$ cat src/rtl/div_pkg.sv
// Shared definitions for the sequential restoring divider.
//   N_DEFAULT : default operand width
//   S_IDLE / S_CALC / S_DONE : 2-bit FSM state encodings used by seq_divider
package div_pkg;

    localparam int N_DEFAULT = 4;

    localparam logic [1:0] S_IDLE = 2'd0;
    localparam logic [1:0] S_CALC = 2'd1;
    localparam logic [1:0] S_DONE = 2'd2;

endpackage

$ cat src/rtl/div_datapath.sv
// Datapath of the restoring divider: partial remainder R, quotient/dividend
// shift register Q, divisor register D, and the (N+1)-bit subtractor with
// the shift/restore multiplexer.
// Ports:
//   clk, rst              : clock, synchronous active-high reset
//   load                  : capture R=0, Q=dividend, D=divisor
//   step                  : perform one shift/subtract/restore iteration
//   dividend, divisor     : operands (sampled only on load)
//   quo_next, rem_next    : Q and R as they will be after the current step
module div_datapath
    import div_pkg::*;
#(
    parameter int N = N_DEFAULT
) (
    input  logic         clk,
    input  logic         rst,
    input  logic         load,
    input  logic         step,
    input  logic [N-1:0] dividend,
    input  logic [N-1:0] divisor,
    output logic [N-1:0] quo_next,
    output logic [N-1:0] rem_next
);

    logic [N-1:0] r_q;
    logic [N-1:0] q_q;
    logic [N-1:0] d_q;
    logic [N:0]   rq_sh;
    logic [N:0]   diff;

    // R never exceeds the dividend bits shifted in so far, so before the shift
    // its MSB is always 0 and the shifted value fits the N+1-bit subtractor;
    // bit N of the difference is then the borrow, i.e. the restore decision.
    always_comb begin
        rq_sh    = {r_q, q_q[N-1]};
        diff     = rq_sh - {1'b0, d_q};
        quo_next = {q_q[N-2:0], ~diff[N]};
        rem_next = diff[N] ? rq_sh[N-1:0] : diff[N-1:0];
    end

    always_ff @(posedge clk) begin
        if (rst) begin
            r_q <= '0;
            q_q <= '0;
            d_q <= '0;
        end else if (load) begin
            r_q <= '0;
            q_q <= dividend;
            d_q <= divisor;
        end else if (step) begin
            r_q <= rem_next;
            q_q <= quo_next;
        end
    end

endmodule

$ cat src/rtl/seq_divider.sv
// Sequential restoring divider: N-bit unsigned dividend / divisor giving an
// N-bit quotient and remainder, one quotient bit per clock.
// Start/done handshake; the controller (FSM, iteration counter, result
// registers) lives here, the arithmetic lives in div_datapath.
// Ports:
//   clk, rst              : clock, synchronous active-high reset
//   start                 : division request, honoured only in IDLE
//   dividend, divisor     : operands, captured on the accepted start
//   quotient, remainder   : registered results, held until the next result
//   busy                  : high while iterating
//   done                  : one-cycle result-valid pulse
//   div_by_zero           : set with done when the divisor was zero
// Build option: define DIV_ZERO_CHECK_EN to short-cut division by zero
// (IDLE -> DONE in one cycle, div_by_zero flagged). Without it a zero divisor
// runs the normal algorithm and div_by_zero is tied low.
//
// state  | meaning
// -------+---------------------------------------------------
// S_IDLE | waiting for start; operands captured on start
// S_CALC | one restoring iteration per cycle, N cycles total
// S_DONE | result registers valid, done pulsed for one cycle
module seq_divider
    import div_pkg::*;
#(
    parameter int N = N_DEFAULT
) (
    input  logic         clk,
    input  logic         rst,
    input  logic         start,
    input  logic [N-1:0] dividend,
    input  logic [N-1:0] divisor,
    output logic [N-1:0] quotient,
    output logic [N-1:0] remainder,
    output logic         busy,
    output logic         done,
    output logic         div_by_zero
);

    localparam int            CW       = $clog2(N + 1);
    localparam logic [CW-1:0] CNT_LAST = CW'(N - 1);

    logic [1:0]    state;
    logic [1:0]    state_next;
    logic [CW-1:0] cnt;
    logic          load;
    logic          step;
    logic          last_step;
    logic [N-1:0]  quo_next;
    logic [N-1:0]  rem_next;

    div_datapath #(.N(N)) u_datapath (
        .clk      (clk),
        .rst      (rst),
        .load     (load),
        .step     (step),
        .dividend (dividend),
        .divisor  (divisor),
        .quo_next (quo_next),
        .rem_next (rem_next)
    );

    // state register
    always_ff @(posedge clk) begin
        if (rst) begin
            state <= S_IDLE;
        end else begin
            state <= state_next;
        end
    end

    // next-state logic
    always_comb begin
        state_next = state;
        case (state)
            S_IDLE: begin
                if (start) begin
`ifdef DIV_ZERO_CHECK_EN
                    state_next = (divisor == '0) ? S_DONE : S_CALC;
`else
                    state_next = S_CALC;
`endif
                end
            end
            S_CALC: begin
                if (cnt == CNT_LAST) begin
                    state_next = S_DONE;
                end
            end
            S_DONE:  state_next = S_IDLE;
            default: state_next = S_IDLE;
        endcase
    end

    // output / control decode
    always_comb begin
        busy      = (state == S_CALC);
        done      = (state == S_DONE);
        load      = (state == S_IDLE) && start;
        step      = (state == S_CALC);
        last_step = step && (cnt == CNT_LAST);
    end

    // The result registers take the datapath's post-step values on the final
    // iteration edge, so they are valid in the same cycle that done rises.
`ifdef DIV_ZERO_CHECK_EN
    logic dz_q;

    always_ff @(posedge clk) begin
        if (rst) begin
            cnt       <= '0;
            quotient  <= '0;
            remainder <= '0;
            dz_q      <= 1'b0;
        end else begin
            if (load) begin
                cnt <= '0;
            end else if (step) begin
                cnt <= cnt + 1'b1;
            end
            if (last_step) begin
                quotient  <= quo_next;
                remainder <= rem_next;
                dz_q      <= 1'b0;
            end else if (load && (divisor == '0)) begin
                quotient  <= '1;
                remainder <= dividend;
                dz_q      <= 1'b1;
            end
        end
    end

    assign div_by_zero = dz_q;
`else
    always_ff @(posedge clk) begin
        if (rst) begin
            cnt       <= '0;
            quotient  <= '0;
            remainder <= '0;
        end else begin
            if (load) begin
                cnt <= '0;
            end else if (step) begin
                cnt <= cnt + 1'b1;
            end
            if (last_step) begin
                quotient  <= quo_next;
                remainder <= rem_next;
            end
        end
    end

    assign div_by_zero = 1'b0;
`endif

endmodule
$ cat config.mk
export PLATFORM = sky130hd
export DESIGN_NAME = seq_divider
export DESIGN_NICKNAME = d
export VERILOG_FILES = /design/src/rtl/div_pkg.sv /design/src/rtl/div_datapath.sv /design/src/rtl/seq_divider.sv
export SDC_FILE = /design/constraint.sdc
export NUM_CORES = 1
export LEC_CHECK = 0
export ABC_AREA = 1
export BUFFER_PORTS_ARGS = -buffer_cell sky130_fd_sc_hd__buf_2
export CAP_MARGIN = 5
export CORE_ASPECT_RATIO = 0.6
export CORE_MARGIN = 4
export CORE_UTILIZATION = 39
export CTS_BUF_LIST = sky130_fd_sc_hd__clkbuf_4 sky130_fd_sc_hd__clkbuf_8
export DETAILED_ROUTE_END_ITERATION = 10
export GPL_TIMING_DRIVEN = 0
export PLACE_DENSITY = 0.66
export SETUP_SLACK_MARGIN = 0.02
export SYNTH_ARGS = -nofsm -noshare
export SYNTH_HDL_FRONTEND = slang
export SYNTH_HIERARCHICAL = 1
export SYNTH_SLANG_ARGS = --single-unit
$ cat constraint.sdc
create_clock -name clk -period 1.7 [get_ports clk]
set_clock_uncertainty 0.2 [all_clocks]
set_input_delay 0.34 -clock clk [delete_from_list [all_inputs] [get_ports clk]]
set_output_delay 0.34 -clock clk [all_outputs]
set_load 0.005 [all_outputs]
==> results_dict.tcl <==
set metrics [dict create \
    fillCellCount 323 \
    reg2reg_to "remainder[1]$_SDFFE_PP0P_" \
    yosysMostFrequentCell "nand2_1" \
    clk_path_buf_depth 2 \
    placed_area_um2 1610 \
    layout.nets 265 \
    antenna_cells 0 \
    areaGrowthSynthToFinish_pct 30.3 \
    hold_violations 0 \
    dp_hpwl_um 2360 \
    worstPathArrival_ns 1.83 \
    synth_cell_type_count 25 \
    startpoint "u_datapath/q_q[3]$_SDFFE_PP0P_" \
    worstPathMaxFanout 5 \
    fin_ws_ns -0.161 \
    fp.dieW_um 85.6 \
    tritoncts "yes" \
    drive_gt1_share_pct 32.9 \
    synth_area_per_cell_um2 6.84 \
    grt_max_degree 15 \
    grt_use_total_pct 14.5 \
    cellLeakagePower_uw 0.000973 \
    maxCapViolCount 0 \
    num_rows 16 \
    die_y_um 54.6 \
    outcome "complete, but fails checks" \
    portBuffers 20 \
    rsz0062_at_grt "true" \
    synth_compound_area_share_pct 7.73 \
    dieArea_um2 4670 \
    synthAdderAreaFrac_pct 6.75 \
    antenna_found_initial 0 \
    intPower_uw 976 \
    numCtsBuffers 3 \
    violations "negative setup slack" \
    wl_per_cell_um 10.9 \
    start_util_pct 41.9 \
    finalCriticalPeriod_ns 1.86 \
    htreeDepth 1 \
    grt_first_pass_wirelength_um 5270 \
    crit_slowest_cell "fa_2" \
    synth_xor_area_share_pct 0.622 \
    synth_seq_cells 25 \
    timing.rr.start "u_datapath/q_q[3]$_SDFFE_PP0P_" \
    seqPwrFrac_pct 44.2 \
    yosysTopAreaCellShare_pct 35.5 \
    r2r_setup_slack_ns -0.16 \
    combPwrFrac_pct 31.3 \
    cts_sinks 25 \
    grt_pass1_vias 1164 \
    endpoint "remainder[1]$_SDFFE_PP0P_" \
    coreArea_um2 3360 \
    cp_cell_sequence "inv_2 > ha_4 > inv_4 > fa_2 > nand2_2 > nand2_2 > nand3_4 > nand2_4 > nand2_2 > nand2_1 > nor2_1 > nor2_1" \
    period_share_pct 109 \
    r2r.worst_path.cells 12 \
    finalPower_uw 1430 \
    clock_latency_ns 0.27 \
    final_max_slew_viol_count 0 \
    endpoint_kind "register" \
    synthTopCellsByArea "dfxtp_1 36%, nand2_1 13%, inv_1 9.3%" \
    first_iter_violations 59 \
    clkTransAtPathRegs_ns 0.09 \
    vias 1305 \
    synthesis.nets 224 \
    path_common_cell "nand2_2" \
    synth_top_family_by_area "simple AND/OR/NAND/NOR gates" \
    synthArstFlopShare_pct 0 \
    fin_area_um2 1840 \
    p_sw_share_pct 31.6 \
    synth_cells 206 \
    synthSimpleGateAreaFrac_pct 34.9 \
    synth_ff_type "dfxtp_1" \
    synthTopCellsByCount "50 x nand2_1, 35 x inv_1, 30 x nor2_1, 25 x dfxtp_1, 16 x nand3_1" \
    multi_input_area_um2 798 \
    critPathRequiredTime_ns 1.67 \
    synthMuxAreaShare_pct 0 \
    final-setup-viol-count 10 \
    synth_edf_count 0 \
    fmax_mhz 537 \
    cpPeakStageDelay_ns 0.37 \
    worst_setup_path_start_kind "register" \
    synth_top_area_cell "dfxtp_1" \
    dr.pass1.iters 4 \
    gp_congestion 0.804 \
    p_per_area_nw_per_um2 777 \
    ant_nets 0 \
    wl_um 3180 \
    hold_path_class "primary input to register" \
    yosys_warnings 6 \
    cts-root-buf "clkbuf_8" \
    ir_worst_vdd_mv 0.301 \
    final-seq-area_um2 503 \
    remaining_drc_errors 0 \
    critical_path_class "register to register" \
    io_pins 22 \
    syn-cell-area_um2 1410 \
    ys_seq_area_share_pct 35.5 \
    hold_buffers 0 \
    routed_via_density 4.48 \
    clock_power_share_pct 24.5 \
    grt_overflow_total 0 \
    switchingPower_uw 450 \
]
[worst min path at each step]
stage | startpoint | cells past startpoint | end | slack (ns)
3_3_place_gp | cnt[1]$_SDFFE_PP0N_ | 2 | cnt[1]$_SDFFE_PP0N_ | 0.26
5_1_grt | divisor[0] | 3 | u_datapath/d_q[0]$_SDFFE_PP0P_ | 0.09
2_1_floorplan | rst | 1 | state[0]$_SDFFE_PP0P_ | 0.21
4_1_cts | rst | 2 | u_datapath/q_q[0]$_SDFFE_PP0P_ | 0.09
3_5_place_dp | cnt[1]$_SDFFE_PP0N_ | 2 | cnt[1]$_SDFFE_PP0N_ | 0.27
6_report | divisor[0] | 3 | u_datapath/d_q[0]$_SDFFE_PP0P_ | 0.1
[sequential cells by signal (all words and copies together) (netlist names)]
name	cells
cnt	3
u_datapath/d_q	4
u_datapath/r_q	4
u_datapath/q_q	4
remainder	4
quotient	4
state	2
[layout make-up]
cell class	count	area share, %
Buffer	7	3.48
Clock buffer	3	2.25
Clock inverter	1	0.273
Inverter	38	8.04
Multi-Input combinational cell	136	43.5
Sequential cell	25	27.4
Tap cell	45	3.07
Timing Repair Buffer	36	12.0
[kinds of logic after synthesis]
family | Yosys count
DFF | 25
AOI/OAI and AO/OA | 19
xor gates and xnor gates | 1
and+or+nand+nor | 108
adders and majority gates | 7
buffers and inverters | 45
other | 1
[stage by stage]
| step | hold slack [ns] | util [%] | TNS, ns | setup WS (ns) | cells |
|---|---|---|---|---|---|
| after global placement | 0.257 | 48.0 | -1.34 | -0.173 | 271 |
| final | 0.0976 | 54.6 | -1.22 | -0.161 | 291 |
| after detailed placement | 0.269 | 48.0 | -1.28 | -0.163 | 271 |
| after floorplan | 0.209 | - | -0.123 | -0.0322 | 206 |
| after CTS | 0.0939 | 50.7 | -0.911 | -0.145 | 279 |
| after global routing | 0.0859 | 54.6 | -2.14 | -0.251 | 291 |
[placed cells by master (no fill, tap or decap), drive strengths merged, types with 2 or more instances in the layout]
| master | synthesis | layout |
|---|---|---|
| o21ai | 4 | 4 |
| nand3 | 20 | 20 |
| clkinv | 1 | 2 |
| o211ai | 3 | 3 |
| a21oi | 11 | 11 |
| inv | 37 | 37 |
| nand2 | 56 | 56 |
| ha | 6 | 6 |
| buf | 7 | 43 |
| dfxtp | 25 | 25 |
| clkbuf | 0 | 3 |
| nor2 | 30 | 30 |
[critical path, delay by kind of cell (launching register included)]
| kind | cells | cell delay, ns |
|---|---|---|
| simple gates | 8 | 0.62 |
| fa+ha+maj | 2 | 0.50 |
| flops | 1 | 0.33 |
| buf+inv | 2 | 0.10 |
[routing by layer]
layer  vias to the layer above  track usage (%)  routed length [um]
met5                         -                0                   0
li1                        707                -                   -
met1                       563             22.0                1780
met3                         2             4.51                 209
met2                        33             20.0                1190
met4                         0             2.37                   7
[power by group through the flow]
stage | Clock, uW | Combinational (uW) | Sequential [uW]
floorplan | 0 | 263 | 640
finish | 349 | 446 | 631
global route | 393 | 492 | 634
detailed placement | 0 | 330 | 645
global placement | 0 | 327 | 645
CTS | 366 | 362 | 631
[what timing repair did]
| action | in CTS | in global routing |
|---|---|---|
| endpoints found under the hold margin | 0 | 0 |
| resized for setup | 6 | 11 |
| setup endpoints to repair | 14 | 14 |
| pin swaps | 7 | 2 |
| setup buffers | 4 | 12 |
Note: power is estimated with default switching activity, not from simulation.
